`src/rtl/auth_pkg.sv`:
```
// Shared types and default constants for the power-up authenticator.
package auth_pkg;

  typedef enum logic [2:0] {
    IDLE,
    MATCH,
    ON,
    STOPPING,
    LOCK
  } state_t;

  localparam logic [15:0] DEF_ON_KEY    = 16'h4753;
  localparam logic [7:0]  DEF_STOP_BYTE = 8'h53;

endpackage

```
`src/rtl/auth_timer.sv`:
```
// Saturating up-counter with synchronous clear, load and terminal-count compare.
// One instance is shared by the timeout, debounce and lockout functions.
module auth_timer #(
  parameter int W = 16
) (
  input  logic         clk,
  input  logic         clr,
  input  logic         load,
  input  logic [W-1:0] load_val,
  input  logic         inc,
  input  logic [W-1:0] tc_val,
  output logic [W-1:0] count,
  output logic         tc
);

  always_ff @(posedge clk) begin
    if (clr) begin
      count <= '0;
    end else if (load) begin
      count <= load_val;
    end else if (inc && (count != '1)) begin
      count <= count + W'(1);
    end
  end

  assign tc = (count == tc_val);

endmodule

```
`src/rtl/auth_seq_ctrl.sv`:
```
// Byte-stream power-up authenticator: multi-byte ON key, STOP with rider-off debounce.
// Define AUTH_LOCKOUT_EN to enable the failed-attempt lockout (LOCK state).
module auth_seq_ctrl
  import auth_pkg::*;
#(
  parameter int                   KEY_LEN   = 2,
  parameter logic [KEY_LEN*8-1:0] ON_KEY    = DEF_ON_KEY,
  parameter logic [7:0]           STOP_BYTE = DEF_STOP_BYTE,
  parameter int                   TMO_CYC   = 50000,
  parameter int                   OFF_DBNC  = 1024,
  parameter int                   MAX_FAIL  = 3,
  parameter int                   LOCK_CYC  = 500000
) (
  input  logic       clk,
  input  logic       rst,
  input  logic [7:0] rx_data,
  input  logic       rx_rdy,
  input  logic       rider_off,
  output logic       clr_rx_rdy,
  output logic       pwr_up,
  output logic       stopping,
  output logic       locked
);

  localparam int IW    = $clog2(KEY_LEN + 1);
  localparam int MAX_A = (TMO_CYC > OFF_DBNC) ? TMO_CYC : OFF_DBNC;
  localparam int MAX_T = (MAX_A > LOCK_CYC) ? MAX_A : LOCK_CYC;
  localparam int TW    = $clog2(MAX_T + 1);

  state_t          state, nxt_base, nxt_state;
  logic [IW-1:0]   idx, idx_next;
  logic [7:0]      key0, key_cur;
  logic            tmr_load, tmr_inc, tmr_tc;
  logic [TW-1:0]   tmr_count, tc_val;

  function automatic logic [7:0] key_byte(input int i);
    return ON_KEY[KEY_LEN*8-1-8*i -: 8];
  endfunction

  assign key0       = key_byte(0);
  assign key_cur    = key_byte(int'(idx));
  assign clr_rx_rdy = rx_rdy & ~rst;

  auth_timer #(.W(TW)) u_timer (
    .clk      (clk),
    .clr      (rst),
    .load     (tmr_load),
    .load_val ('0),
    .inc      (tmr_inc),
    .tc_val   (tc_val),
    .count    (tmr_count),
    .tc       (tmr_tc)
  );

  // Terminal count is "last cycle of the window", so the compare fires on the Nth cycle.
  always_comb begin
    tc_val = '0;
    case (state)
      MATCH:    tc_val = TW'(TMO_CYC - 1);
      STOPPING: tc_val = TW'(OFF_DBNC - 1);
      LOCK:     tc_val = TW'(LOCK_CYC - 1);
      default:  tc_val = '0;
    endcase
  end

  always_comb begin
    nxt_base = state;
    idx_next = idx;
    tmr_load = 1'b0;
    tmr_inc  = 1'b0;
    case (state)
      IDLE: begin
        tmr_load = 1'b1;
        if (rx_rdy && (rx_data == key0)) begin
          nxt_base = (KEY_LEN == 1) ? ON : MATCH;
          idx_next = IW'(1);
        end
      end
      MATCH: begin
        if (rx_rdy) begin
          tmr_load = 1'b1;
          if (rx_data == key_cur) begin
            if (int'(idx) == KEY_LEN - 1) nxt_base = ON;
            else                           idx_next = idx + IW'(1);
          end else if (rx_data == key0) begin
            idx_next = IW'(1);
          end else begin
            nxt_base = IDLE;
          end
        end else if (tmr_tc) begin
          tmr_load = 1'b1;
          nxt_base = IDLE;
        end else begin
          tmr_inc = 1'b1;
        end
      end
      ON: begin
        tmr_load = 1'b1;
        if (rx_rdy && (rx_data == STOP_BYTE)) nxt_base = STOPPING;
      end
      // A key[0] byte cancels the stop even in the cycle debounce would complete.
      STOPPING: begin
        if (rx_rdy && (rx_data == key0)) begin
          tmr_load = 1'b1;
          nxt_base = ON;
        end else if (!rider_off) begin
          tmr_load = 1'b1;
        end else if (tmr_tc) begin
          tmr_load = 1'b1;
          nxt_base = IDLE;
        end else begin
          tmr_inc = 1'b1;
        end
      end
      LOCK: begin
        if (tmr_tc) begin
          tmr_load = 1'b1;
          nxt_base = IDLE;
        end else begin
          tmr_inc = 1'b1;
        end
      end
      default: nxt_base = IDLE;
    endcase
  end

`ifdef AUTH_LOCKOUT_EN
  localparam int FW = $clog2(MAX_FAIL + 1);
  logic [FW-1:0] fail_cnt;
  logic          fail_inc, fail_clr, go_lock;

  assign fail_inc  = (state == MATCH) && (rx_rdy ? (rx_data != key_cur) : tmr_tc);
  assign fail_clr  = ((state == IDLE || state == MATCH) && nxt_base == ON) ||
                     (state == LOCK && nxt_base == IDLE);
  assign go_lock   = fail_inc && (int'(fail_cnt) + 1 >= MAX_FAIL);
  assign nxt_state = go_lock ? LOCK : nxt_base;

  always_ff @(posedge clk) begin
    if (rst) begin
      fail_cnt <= '0;
      locked   <= 1'b0;
    end else begin
      if (fail_clr)                                 fail_cnt <= '0;
      else if (fail_inc && int'(fail_cnt) < MAX_FAIL) fail_cnt <= fail_cnt + FW'(1);
      locked <= (nxt_state == LOCK);
    end
  end
`else
  assign nxt_state = nxt_base;
  assign locked    = 1'b0;
`endif

  // Outputs are decoded from the next state so they follow the causing event by one cycle.
  always_ff @(posedge clk) begin
    if (rst) begin
      state    <= IDLE;
      idx      <= '0;
      pwr_up   <= 1'b0;
      stopping <= 1'b0;
    end else begin
      state    <= nxt_state;
      idx      <= (nxt_state == MATCH) ? idx_next : '0;
      pwr_up   <= (nxt_state == ON) || (nxt_state == STOPPING);
      stopping <= (nxt_state == STOPPING);
    end
  end

endmodule
```
`config.mk`:
```
export PLATFORM = sky130hd
export DESIGN_NAME = auth_seq_ctrl
export DESIGN_NICKNAME = d
export VERILOG_FILES = /design/src/rtl/auth_pkg.sv /design/src/rtl/auth_timer.sv /design/src/rtl/auth_seq_ctrl.sv
export SDC_FILE = /design/constraint.sdc
export NUM_CORES = 1
export LEC_CHECK = 0
export CAP_MARGIN = 5
export CORE_ASPECT_RATIO = 1.4
export CORE_MARGIN = 10
export CORE_UTILIZATION = 35
export DETAILED_ROUTE_END_ITERATION = 12
export GPL_ROUTABILITY_DRIVEN = 0
export PLACE_DENSITY_LB_ADDON = 0.15
export SETUP_SLACK_MARGIN = 0.2
export SLEW_MARGIN = 20
export SYNTH_ARGS = -nofsm -noshare
export SYNTH_HDL_FRONTEND = slang
export SYNTH_SLANG_ARGS = --single-unit
```
`constraint.sdc`:
```
create_clock -name clk -period 3.52 [get_ports clk]
set_clock_uncertainty 0.2 [all_clocks]
set_input_delay 0.352 -clock clk [delete_from_list [all_inputs] [get_ports clk]]
set_output_delay 0.352 -clock clk [all_outputs]
set_load 0.005 [all_outputs]
```
# --- Word level (Yosys, flattened, before mapping) ---
# Index checks and enable logic that the tools add are counted.
totals:
  wordCells: 66
  ff_bits: 26
  out_inout_bits: 4
op_classes:
  addsub: 3
  muxes: 27
  n_shift: 1
  bitwise: 3
  n_reduce_logical: 10
  n_eq_ne: 17
op_table:
  columns: ["operator", "count"]
  rows:
  - ["19-bit case mux with 3 select lines", 1]
  - ["3-bit 2-to-1 mux", 9]
  - ["23-bit by 6-bit variable part select with 8-bit output (first input constant)", 1]
  - ["19-bit by 1-bit adder with 19-bit output (second input constant)", 1]
  - ["19-bit == test", 1]
  - ["19-bit inequality test (second input constant)", 1]
  - ["8-bit by 7-bit == test with 1-bit output (second input constant)", 2]
  - ["3-bit case mux with 5 select lines", 1]
  - ["3-bit by 2-bit == test with 1-bit output (second input constant)", 4]
  - ["2-bit 2-to-1 mux", 5]
  - ["8-bit == test", 1]
  - ["1-bit 2-to-1 mux", 8]
  - ["3-bit by 1-bit == test with 1-bit output (second input constant)", 2]
  - ["3-bit inequality test (second input constant)", 2]
  - ["2-bit OR reduction", 3]
  - ["4-bit by 5-bit subtractor with 6-bit output (first input constant)", 1]
  - ["5-bit AND reduction", 1]
  - ["2-bit inequality test (second input constant)", 2]
  - ["1-bit case mux with 4 select lines", 1]
  - ["2-bit case mux with 2 select lines", 1]
  - ["3-bit == test (second input constant)", 1]
  - ["1-bit logical AND", 3]
  - ["3-bit logical NOT", 1]
  - ["1-bit case mux with 3 select lines", 1]
  - ["other kinds (6)", 7]

# --- Depth between registers and ports, before layout ---
# Gate-level depths: netlist of run 1.
depth:
  word_depth: 10
  ltp_mapped: 9
  mapped_depth_nobuf: 8

# --- By module ---
# A second synthesis of run 1 with hierarchy kept.
unflattened:
  cells_unflattened: 248
  hier_area_um2: 1966.9
modules_own_cells:
  columns: ["mod", "n_inst", "cells_per_inst", "area_each_um2"]
  rows:
  - ["auth_timer", 1, 170, 1328.8]
  - ["auth_seq_ctrl", 1, 78, 638.1]

# --- Worst setup path after synthesis of run 1 ---
# OpenSTA, ideal clock, no wires.
synth_path:
  path_kind: "reg2reg"
  start: "register state[2]"
  end: "register u_timer.count[10]"
  setup_time_ns: 0.122
  required_time_ns: 3.198
  stages_incl_launch_ff: 9
  path_slack_ns: 1.064
  arrival_ns: 2.135
  cell_sequence: "dfxtp_1 > and2b_1 > buf_2 > or3_1 > a221oi_2 > a41oi_1 > o2111ai_4 > buf_6 > a21oi_1"
synth_via:
  elab_chain_len: 8
  word_cells_on_any_way: 20
  cone_classes: "5 x eq/ne; 11 x mux; 4 x reduce/logical"
synth_rtl:
  columns: ["item", "line_no", "text"]
  rows:
  - ["from (decl)", "auth_seq_ctrl.sv:30", "state_t state, nxt_base, nxt_state;"]
  - ["from (signal assigned)", "auth_seq_ctrl.sv:161", "state <= nxt_state;"]
  - ["3-bit == test, or another cell as far along", "auth_seq_ctrl.sv:58, auth_seq_ctrl.sv:71", null]
  - ["19-bit case mux with 3 select lines", "auth_seq_ctrl.sv:58", "case (state)"]
  - ["19-bit == test", "auth_timer.sv:26", "assign tc = (count == tc_val);"]
  - ["1-bit 2-to-1 mux", "auth_seq_ctrl.sv:90, auth_seq_ctrl.sv:108, auth_seq_ctrl.sv:116", null]
  - ["1-bit 2-to-1 mux", "auth_seq_ctrl.sv:106", "end else if (!rider_off) begin"]
  - ["1-bit 2-to-1 mux", "auth_seq_ctrl.sv:103", "if (rx_rdy && (rx_data == key0)) begin"]
  - ["1-bit case mux with 4 select lines / 1-bit case mux with 3 select lines (equally long branches)", "auth_seq_ctrl.sv:71", "case (state)"]
  - ["2-bit OR reduction (no line) / 1-bit logical AND (equally long branches)", null, null]
  - ["to (signal assigned)", "auth_timer.sv:20", "count <= load_val;"]
  - ["to (signal assigned)", "auth_timer.sv:22", "count <= count + W'(1);"]
  - ["to (decl)", "auth_timer.sv:12", "output logic [W-1:0] count,"]
# Several ways; a longest one is shown, not always the timed one.
# A chain may end at the register's enable or synchronous reset.

# --- Final worst setup path of run 1 ---
layout_path:
  start: "input rx_data[6]"
  end: "register u_timer.count[18]"
layout_via:
  elab_chain_len: 5
  word_cells_on_any_way: 8
  cone_classes: "1 x eq/ne; 4 x mux; 3 x reduce/logical"
layout_rtl:
  columns: ["item", "line_no", "text"]
  rows:
  - ["from (decl)", "auth_seq_ctrl.sv:16", "input logic [7:0] rx_data,"]
  - ["8-bit by 7-bit == test with 1-bit output *", "auth_seq_ctrl.sv:103", null]
  - ["1-bit logical AND *", "auth_seq_ctrl.sv:103", null]
  - ["1-bit 2-to-1 mux", "auth_seq_ctrl.sv:103", null]
  - ["1-bit case mux with 4 select lines / 1-bit case mux with 3 select lines (equally long branches)", "auth_seq_ctrl.sv:71", null]
  - ["2-bit OR reduction (no line) / 1-bit logical AND (equally long branches)", null, null]
# Mark *: on every way between the ends. The rest lies on a longest branch, timed or not.

==> metrics.yaml, run 1 <==
clock_tree:
  ctsHoldBuffers: 0
  cts_setup_buffers: 0
  clock_latency_ns: 0.27
  numCtsBuffers: 3
  htree_levels: 1
  cts_tree: "done"
  path_clk_slew_ns: 0.09
  root_buffer: "clkbuf_8"
  cts_buffer_depth: 2
  ctsResizeCount: 0
  cts.sinks: 26
power_and_ir_drop:
  internal_power_uw: 462
  clockPowerShare_pct: 43.7
  switchingPower_uw: 105
  p_leak_uw: 0.000615
  power_switching_share_pct: 18.6
  p_seq_share_pct: 51.8
  p_per_area_nw_per_um2: 285
  ir_drop_mv: 0.121
  p_comb_share_pct: 4.4
critical_path:
  crit_slowest_cell: "or4_1"
  cp_top_family: "compound AO/OA/AOI/OAI gates"
  cp_data_required_time_ns: 3.52
  cp_max_fo: 21
  crit_buf_inv: 1
  slowest_delay_ns: 0.47
  worst_r2r_startpoint: "state[0]"
  critical_path.startpoint: "rx_data[6]"
  worstSetupStartpointType: "input pin"
  path_cells: "clkdlybuf4s50_1, and3_1, a311o_1, a221o_1, a41o_1, or4_1, a21oi_1"
  cp-end-kind: "flop"
  arrival_ns: 2.87
  worstSetupPathType: "input pin to flop"
yosys:
  synth-seq-cells: 26
  synth.cell_area_um2: 1750
  synth-edff-count: 0
  synthArstFlopShare_pct: 0
  netlist_instances: 219
  synth_fp_nets: 235
  synth_seq_area_share_pct: 29.7
  syn-mean-instance-area_um2: 8.01
  synth_cell_type_count: 49
  yosysWarningCount: 0
  synth_flop_cell: "dfxtp_1"
routing:
  routed_wirelength_um: 4270
  drt_iter0_drc: 80
  firstDrtPassIters: 4
  dr_total_vias: 1612
  viasPerCell: 5.50
  post-route-drc-count: 0
  antenna_left: 0
  wire_per_inst_um: 14.6
sta:
  final_hold_viol_count: 0
  slew_headroom_pct: 59.0
  setup_viol: 0
  rsz0062_at_grt: "no"
  maxSlewViolCount: 0
  period_share_pct: 81.5
  fin_tns_setup_ns: 0
  worstMarginPinSlew_ns: 0.614
  max_freq_mhz: 348
  fin_crit_ns: 2.87
layout:
  area_growth_pct: 13.5
  diodes: 0
  fin_nets: 246
  fin_cells: 293
  drive_gt1_share_pct: 6.55
worst_hold_path:
  hold_start: "u_timer.count[18]"
  hold_path.class: "flop to flop"
die:
  rows: 30
  design.core.area_um2: 4840
  dieArea_um2: 8280
  ios: 16
  die_width_um: 79.8
  start_util_pct: 36.2
  die_h_um: 104
global_route:
  antenna_found_initial: 0
  grt_pass1_wl_um: 7250
  grt_max_degree: 22
  track_usage_pct: 10.4
  gr-total-overflow: 0
  grt_pass1_vias: 1549
job:
  drv_cap: 0
placed_design:
  port_buffers: 14
  place_inst: 289
  dp_hpwl_um: 3350
run_status:
  outcome: "finished, final reports clean"
-- per-stage QoR --
stage / setup WS [ns] / hold slack, ns / power, uW / area, um^2 / util, %
2_1_floorplan: 1.06 / 0.225 / 309 / 1750 / -
3_3_place_gp: 0.422 / 0.277 / 326 / 1920 / 39.6
3_5_place_dp: 0.379 / 0.285 / 326 / 1920 / 39.6
4_1_cts: 0.677 / 0.297 / 578 / 1990 / 41.1
5_1_grt: 0.474 / 0.330 / 592 / 1990 / 41.1
6_report: 0.650 / 0.299 / 567 / 1990 / 41.1
-- cell usage in the layout, fill, tap and decap left out, drive strengths merged, types with 3 or more instances in the layout --
| cell | instances |
|---|---|
| xnor2 | 7 |
| mux2 | 3 |
| nor4 | 7 |
| nand2 | 14 |
| clkdlybuf4s50 | 14 |
| nand3 | 9 |
| dfxtp | 26 |
| a41oi | 3 |
| nor3b | 5 |
| nor3 | 7 |
| buf | 3 |
| and4 | 3 |
| nor2b | 6 |
| clkbuf | 3 |
| inv | 11 |
| nand4 | 7 |
| ha | 4 |
| nor2 | 14 |
| and3 | 7 |
| a21oi | 16 |
| or3 | 15 |
| o21ai | 13 |
-- power by group through the flow --
stage               Sequential, uW  Clock (uW)  Combinational (uW)
finish                         294         248                25.1
CTS                            294         259                25.3
global placement               301           0                24.8
detailed placement             301           0                25.3
floorplan                      301           0                8.52
global route                   294         270                27.7
-- worst reg2reg max path, cell delays in order, from the launching register on --
cell and delay (ns):
dfxtp_1 0.39, and2b_1 0.30, or3_1 0.36, a221oi_2 0.42
a41oi_1 0.31, o2111ai_4 0.61, nor2_1 0.11
-- cell families (layout without fill, tap and decap cells) --
group / Yosys count / after routing / share of synthesized area (%)
fa+ha+maj: 4 / 4 / 2.85
simple gates: 106 / 106 / 35.5
mux: 4 / 4 / 2.50
other cells: 1 / 1 / 0.214
flops: 26 / 26 / 29.7
xor+xnor: 8 / 8 / 3.99
buf+inv: 22 / 32 / 6.78
compound gates: 48 / 48 / 18.5
-- layer usage --
metal	share of wire (%)	GRT usage [%]
met3	2.8	1.82
met4	2.2	4.04
met5	0	0
met1	43	11.9
met2	52	18.4
-- registers in the layout, indices dropped and copies added (netlist names) --
signal,count
pwr_up,1
state,3
u_timer.count,19
stopping,1
idx,2
-- cells in the mapped netlist (2+ instances only) --
cell / instances / area, um^2
nand2b_1: 2 / 12.5
buf_6: 4 / 45.0
inv_1: 11 / 41.3
a41oi_1: 3 / 26.3
o21bai_1: 2 / 15.0
mux2_2: 3 / 33.8
a211oi_1: 2 / 15.0
xnor2_1: 7 / 61.3
nand2_1: 14 / 52.6
nor3b_1: 5 / 37.5
a21oi_1: 16 / 80.1
nor2_1: 14 / 52.6
and3_1: 7 / 43.8
ha_1: 4 / 50.1
a22oi_1: 2 / 15.0
clkbuf_1: 4 / 15.0
a31oi_1: 2 / 12.5
and4_1: 3 / 26.3
dfxtp_1: 26 / 521
o21ai_0: 13 / 65.1
nor2b_1: 6 / 37.5
buf_2: 2 / 10.0
or3_1: 15 / 93.8
nor4_1: 7 / 43.8
nand3_1: 9 / 45.0
nor3_1: 7 / 35.0
nand4_1: 7 / 43.8
-- cell type report --
cell class	instances	area, um^2
clock buffer	3	41.3
inverter	11	41.3
sequential	26	520
tap	64	80.1
timing repair buffer	17	163
multi-input combinational	171	1110
fill	494	2850
clock inverter	1	30.0
-- final timing paths --
kind / endpoint / cells past startpoint / slack, ns
worst max-delay path: u_timer.count[18] / 7 / 0.65
worst min register to register: u_timer.count[18] / 2 / 0.30
worst min-delay path: u_timer.count[18] / 2 / 0.30
worst max register to register: u_timer.count[16] / 6 / 0.71
Note: power is estimated with default switching activity, not from simulation.
==> run 2, diff against run 1 <==
==> constraint.sdc (replaced) <==
create_clock -name clk -period 2.9 [get_ports clk]
set_clock_uncertainty 0.2 [all_clocks]
set_input_delay 0.29 -clock clk [delete_from_list [all_inputs] [get_ports clk]]
set_output_delay 0.29 -clock clk [all_outputs]
set_load 0.005 [all_outputs]
==> run 2 against run 1 <==
  * Sequential power rose by 21%
  * Count of clock-buffer cells in the layout did not move
  * Flip-flop and latch count did not move
  * Via count rose by 4.0%
  * First-iteration DRC count rose by 60%
  * Wire length rose by 3.9%
  * Sequential share of layout area fell by 1.2 points
  * Worst hold slack improved by 0.0083 ns
  * Critical path type is now flop to flop
  * Highest routed layer unchanged
==> metrics.yaml, run 2 (synthesized netlist as in run 1, its figures left out) <==
global_route:
  grt_pass1_vias: 1617  # was 1549
  grt_max_degree: 20  # was 22
  gr-total-overflow: 0  # unchanged
  antenna_found_initial: 0  # unchanged
  grt_pass1_wl_um: 7290  # was 7250 um
  track_usage_pct: 10.5  # was 10.4%
sta:
  maxSlewViolCount: 0  # unchanged
  fin_tns_setup_ns: 0  # unchanged
  max_freq_mhz: 392
  setup_viol: 0  # unchanged
  period_share_pct: 88.0
  worstMarginPinSlew_ns: 0.541  # was 0.614 ns
  slew_headroom_pct: 63.6  # was 59.0%
  rsz0062_at_grt: "no"  # unchanged
  final_hold_viol_count: 0  # unchanged
  fin_crit_ns: 2.55
clock_tree:
  cts_buffer_depth: 2  # unchanged
  clock_latency_ns: 0.27  # about the same
  cts_tree: "done"  # unchanged
  path_clk_slew_ns: 0.09  # about the same
  root_buffer: "clkbuf_8"  # unchanged
  numCtsBuffers: 3  # unchanged
  htree_levels: 1  # unchanged
  cts.sinks: 26  # unchanged
layout:
  largest_register_ff_count: 19  # unchanged
  multi_input_area_um2: 1130  # was 1110 um^2
  area_growth_pct: 19.3  # was 13.5%
  num-fill-cells: 494  # unchanged
  drive_gt1_share_pct: 12.2  # was 6.55%
  final_cell_mix: "dfxtp_1, a21oi_1, or3_1"  # unchanged
  diodes: 0  # unchanged
  fin_cells: 302  # was 293
  fin_nets: 255  # was 246
  top_register: "u_timer.count"  # unchanged
  reg.largest.list: "u_timer.count (19), state (3), idx (2)"  # unchanged
  final_common_cell: "dfxtp_1"  # unchanged
  seq_area_um2: 523  # was 520 um^2
critical_path:
  worstSetupStartpointType: "flop"  # was input pin
  cp_max_fo: 10  # was 21
  path_cells: "ha_1, and2_1, and4_1, a221o_1, a41o_1, buf_4, or3_1, a21oi_1"  # was clkdlybuf4s50_1, and3_1, a311o_1, a221o_1, a41o_1, or4_1, a21oi_1
  cp-end-kind: "flop"  # unchanged
  worstSetupPathType: "flop to flop"  # was input pin to flop
  arrival_ns: 2.56  # was 2.87 ns
  rrSetupSlack_ns: 0.35  # was 0.71 ns
  slowest_delay_ns: 0.35  # was 0.47 ns
  cp_data_required_time_ns: 2.91  # was 3.52 ns
  worst_r2r_startpoint: "u_timer.count[0]"  # was state[0]
  reg2reg_to: "u_timer.count[8]"  # was u_timer.count[16]
  crit_slowest_cell: "dfxtp_1"  # was or4_1
  reg2reg_depth: 8  # was 6
routing:
  firstDrtPassIters: 4  # unchanged
  routed_wirelength_um: 4430  # was 4270 um
  post-route-drc-count: 0  # unchanged
  drt_iter0_drc: 128  # was 80
  viasPerCell: 5.55  # was 5.50
  antenna_left: 0  # unchanged
  wire_per_inst_um: 14.7  # was 14.6 um
  dr_total_vias: 1676  # was 1612
die:
  design.core.area_um2: 4840  # unchanged
  die_width_um: 79.8  # unchanged
  ios: 16  # unchanged
  start_util_pct: 36.2  # unchanged
  rows: 30  # unchanged
  dieArea_um2: 8280  # unchanged
  die_h_um: 104  # unchanged
run_status:
  outcome: "finished, final reports clean"  # unchanged
placed_design:
  port_buffers: 14  # unchanged
  dp_hpwl_um: 3510  # was 3350 um
  place_inst: 298  # was 289
worst_hold_path:
  min_path_cells: 2  # unchanged
  hold-path-endpoint: "u_timer.count[0]"  # was u_timer.count[18]
  hold_path.class: "flop to flop"  # unchanged
  hold_start: "u_timer.count[0]"  # was u_timer.count[18]
power_and_ir_drop:
  p_leak_uw: 0.000669  # was 0.000615 uW
  ir_drop_mv: 0.144  # was 0.121 mV
  p_per_area_nw_per_um2: 330  # was 285 nW/um^2
job:
  drv_cap: 0  # unchanged
-- run 2: routing by layer --
metal | vias to the layer above | track usage [%] | part of all wire [%]
met5 | - | 0 | 0
met4 | 0 | 4.29 | 2.6
met3 | 10 | 1.90 | 3.2
met2 | 31 | 18.6 | 51
met1 | 784 | 11.6 | 44
li1 | 851 | - | -
-- run 2: worst max-delay path by stage --
stage | end | slack [ns] | depth (start not counted) | startpoint
after global routing | idx[1] | 0.22 | 7 | state[2]
after floorplan | u_timer.count[10] | 0.44 | 8 | state[2]
after detailed placement | u_timer.count[8] | 0.09 | 8 | rx_data[6]
after CTS | u_timer.count[8] | 0.23 | 7 | state[2]
after global placement | u_timer.count[9] | 0.14 | 8 | rx_data[6]
final | u_timer.count[8] | 0.35 | 8 | u_timer.count[0]
-- run 2: power by group --
part           total, uW  switching (uW)  internal (uW)
logic               31.8            11.8           20.0
registers            357          0.0423            357
clock network        303             118            185
-- run 2: layout make-up --
class                   instances  share of cell area, %
clock buffers                   3                   1.97
clock inverters                 1                   1.43
inverters                      11                   1.97
multi-input cells             171                   54.2
flip-flops and latches         26                   25.0
well taps                      64                   3.83
repair buffers                 26                   11.6
-- run 2: critical path: cells and delay by family, from the launching register on --
| kind | cells | cell delay (ns) |
|---|---|---|
| fa+ha+maj | 1 | 0.21 |
| flops | 1 | 0.35 |
| compound gates | 3 | 0.75 |
| simple gates | 3 | 0.81 |
| buf+inv | 1 | 0.17 |
-- run 2: repair_timing --
item                       4_1_cts  5_1_grt
hold buffers                     0        0
setup endpoints to repair       19       22
gates resized for setup          1        5
setup buffers                    0        0
-- run 2: through the flow --
stage          setup slack (ns)  cell area (um^2)  total power (uW)  util, %  hold slack (ns)
6_report                  0.349              2090               692     43.2            0.307
3_5_place_dp             0.0900              2000               397     41.3            0.295
4_1_cts                   0.233              2070               699     42.8            0.308
3_3_place_gp              0.139              2000               397     41.3            0.290
5_1_grt                   0.220              2090               709     43.2            0.330
2_1_floorplan             0.444              1750               375        -            0.163
==> run 3, diff against run 2 <==
--- a/config.mk
+++ b/config.mk
@@ -11,6 +11,7 @@
 export CORE_UTILIZATION = 35
 export DETAILED_ROUTE_END_ITERATION = 12
 export GPL_ROUTABILITY_DRIVEN = 0
+export MAX_ROUTING_LAYER = met4
 export PLACE_DENSITY_LB_ADDON = 0.15
 export SETUP_SLACK_MARGIN = 0.2
 export SLEW_MARGIN = 20
==> run 3 against run 2 <==
  * Cell count unchanged
  * Sequential share of layout area unchanged
  * Power about the same
  * Register-to-register slack is essentially flat
  * Critical endpoint unchanged
  * Largest cell class unchanged
  * Highest routed layer unchanged
==> metrics.yaml, run 3 (synthesized netlist as in run 1, its figures left out) <==
die:
  design.core.area_um2: 4840  # unchanged
  rows: 30  # unchanged
  dieArea_um2: 8280  # unchanged
  ios: 16  # unchanged
  die_h_um: 104  # unchanged
  start_util_pct: 36.2  # unchanged
  die_width_um: 79.8  # unchanged
sta:
  setup_viol: 0  # unchanged
  final_hold_viol_count: 0  # unchanged
  fin_crit_ns: 2.55  # about the same
  worst_slack_ns: 0.349  # about the same
  worstMarginPinSlew_ns: 0.544  # was 0.541 ns
  maxSlewViolCount: 0  # unchanged
  fin_tns_setup_ns: 0  # unchanged
  rsz0062_at_grt: "no"  # unchanged
  timing.hold.ws_ns: 0.307  # about the same
  slew_headroom_pct: 63.4  # was 63.6%
  period_share_pct: 88.0  # about the same
  max_freq_mhz: 392  # about the same
clock_tree:
  path_clk_slew_ns: 0.09  # about the same
  numCtsBuffers: 3  # unchanged
  cts.sinks: 26  # unchanged
  htree_levels: 1  # unchanged
  cts_tree: "done"  # unchanged
  root_buffer: "clkbuf_8"  # unchanged
  ctsHoldBuffers: 0  # unchanged
  cts_buffer_depth: 2  # unchanged
  clock_latency_ns: 0.27  # about the same
  cts_setup_buffers: 0  # unchanged
layout:
  num-fill-cells: 494  # unchanged
  top_register: "u_timer.count"  # unchanged
  seq_area_um2: 523  # unchanged
  multi_input_area_um2: 1130  # unchanged
  area_growth_pct: 19.3  # unchanged
  final_common_cell: "dfxtp_1"  # unchanged
  final_cell_mix: "dfxtp_1, a21oi_1, or3_1"  # unchanged
  largest_register_ff_count: 19  # unchanged
  reg.largest.list: "u_timer.count (19), state (3), idx (2)"  # unchanged
  fin_nets: 255  # unchanged
  diodes: 0  # unchanged
  drive_gt1_share_pct: 12.2  # unchanged
critical_path:
  worstSetupStartpointType: "flop"  # unchanged
  worstSetupPathType: "flop to flop"  # unchanged
  reg2reg_depth: 8  # unchanged
  endpoint: "u_timer.count[8]"  # unchanged
  arrival_ns: 2.56  # about the same
  rrSetupSlack_ns: 0.35  # about the same
  critical_path.startpoint: "u_timer.count[0]"  # unchanged
  cp_max_fo: 10  # unchanged
  cp_data_required_time_ns: 2.91  # about the same
  worst_r2r_startpoint: "u_timer.count[0]"  # unchanged
  cp-end-kind: "flop"  # unchanged
  reg2reg_to: "u_timer.count[8]"  # unchanged
routing:
  antenna_left: 0  # unchanged
  drt_iter0_drc: 128  # unchanged
  viasPerCell: 5.55  # unchanged
  firstDrtPassIters: 4  # unchanged
  wire_per_inst_um: 14.6  # was 14.7 um
  post-route-drc-count: 0  # unchanged
  dr_total_vias: 1676  # unchanged
  routed_wirelength_um: 4420  # was 4430 um
run_status:
  outcome: "finished, final reports clean"  # unchanged
job:
  drv_cap: 0  # unchanged
global_route:
  track_usage_pct: 10.7  # was 10.5%
  antenna_found_initial: 0  # unchanged
  grt_max_degree: 20  # unchanged
  grt_pass1_wl_um: 7290  # about the same
  grt_pass1_vias: 1616  # was 1617
  gr-total-overflow: 0  # unchanged
power_and_ir_drop:
  p_leak_uw: 0.000669  # unchanged
  switchingPower_uw: 130  # about the same
  internal_power_uw: 561  # about the same
  clockPowerShare_pct: 43.8  # about the same
  p_comb_share_pct: 4.6  # about the same
  power_uw: 691  # was 692 uW
  ir_drop_mv: 0.144  # about the same
  p_seq_share_pct: 51.6  # about the same
  p_per_area_nw_per_um2: 330  # about the same
  power_switching_share_pct: 18.8  # about the same
placed_design:
  place_ws_ns: 0.0900  # unchanged
  dp_hpwl_um: 3510  # unchanged
  port_buffers: 14  # unchanged
worst_hold_path:
  hold_path.class: "flop to flop"  # unchanged
## run 3: cell counts in the layout (fill, tap and decap cells not counted)
Identical to the previous run, type by type.
## run 3: worst min-delay path by stage
stage,from,endpoint,slack (ns),depth (start not counted)
after global placement,u_timer.count[1],u_timer.count[1],0.29,2
after detailed placement,u_timer.count[18],u_timer.count[18],0.30,2
after floorplan,rst,state[1],0.16,1
final,u_timer.count[0],u_timer.count[0],0.31,2
after global routing,u_timer.count[18],u_timer.count[18],0.33,2
after CTS,u_timer.count[18],u_timer.count[18],0.31,2
## run 3: area by class of cell
cell class                      instances  area share, %
Timing Repair Buffer                   26           11.6
Multi-Input combinational cell        171           54.2
Sequential cell                        26           25.0
Tap cell                               64           3.83
Inverter                               11           1.97
Clock buffer                            3           1.97
Clock inverter                          1           1.43
## run 3: repair_timing
item | in CTS | in global routing
gates cloned | 0 | 0
setup endpoints to repair | 19 | 22
hold endpoints to repair | 0 | 0
gates resized for setup | 1 | 5
## run 3: per-layer routing
metal,vias to the layer above,GRT usage [%],share of wire [%]
li1,852,-,-
met5,-,-,0
met3,10,1.30,1.9
met1,783,12.0,45
met2,31,18.6,51
met4,0,4.29,2.5
## run 3: worst max-delay path, cell delays in order, from the launching register on
cell and delay (ns):
dfxtp_1 0.35, ha_1 0.21, and2_1 0.21, and4_1 0.26, a221o_1 0.35, a41o_1 0.25
buf_4 0.17, or3_1 0.34, a21oi_1 0.15
## run 3: power by group through the flow
| stage | Sequential, uW | Combinational (uW) | Clock (uW) |
|---|---|---|---|
| floorplan | 365 | 10.3 | 0 |
| global placement | 365 | 31.6 | 0 |
| detailed placement | 365 | 31.6 | 0 |
| CTS | 357 | 31.8 | 310 |
| global route | 357 | 34.4 | 317 |
| finish | 357 | 31.9 | 303 |
## run 3: stage by stage
step	util [%]	instances	instance area, um^2
after floorplan	-	219	1750
after global placement	41.3	298	2000
after detailed placement	41.3	298	2000
after CTS	42.8	302	2070
after global routing	43.2	302	2090
final	43.2	302	2090
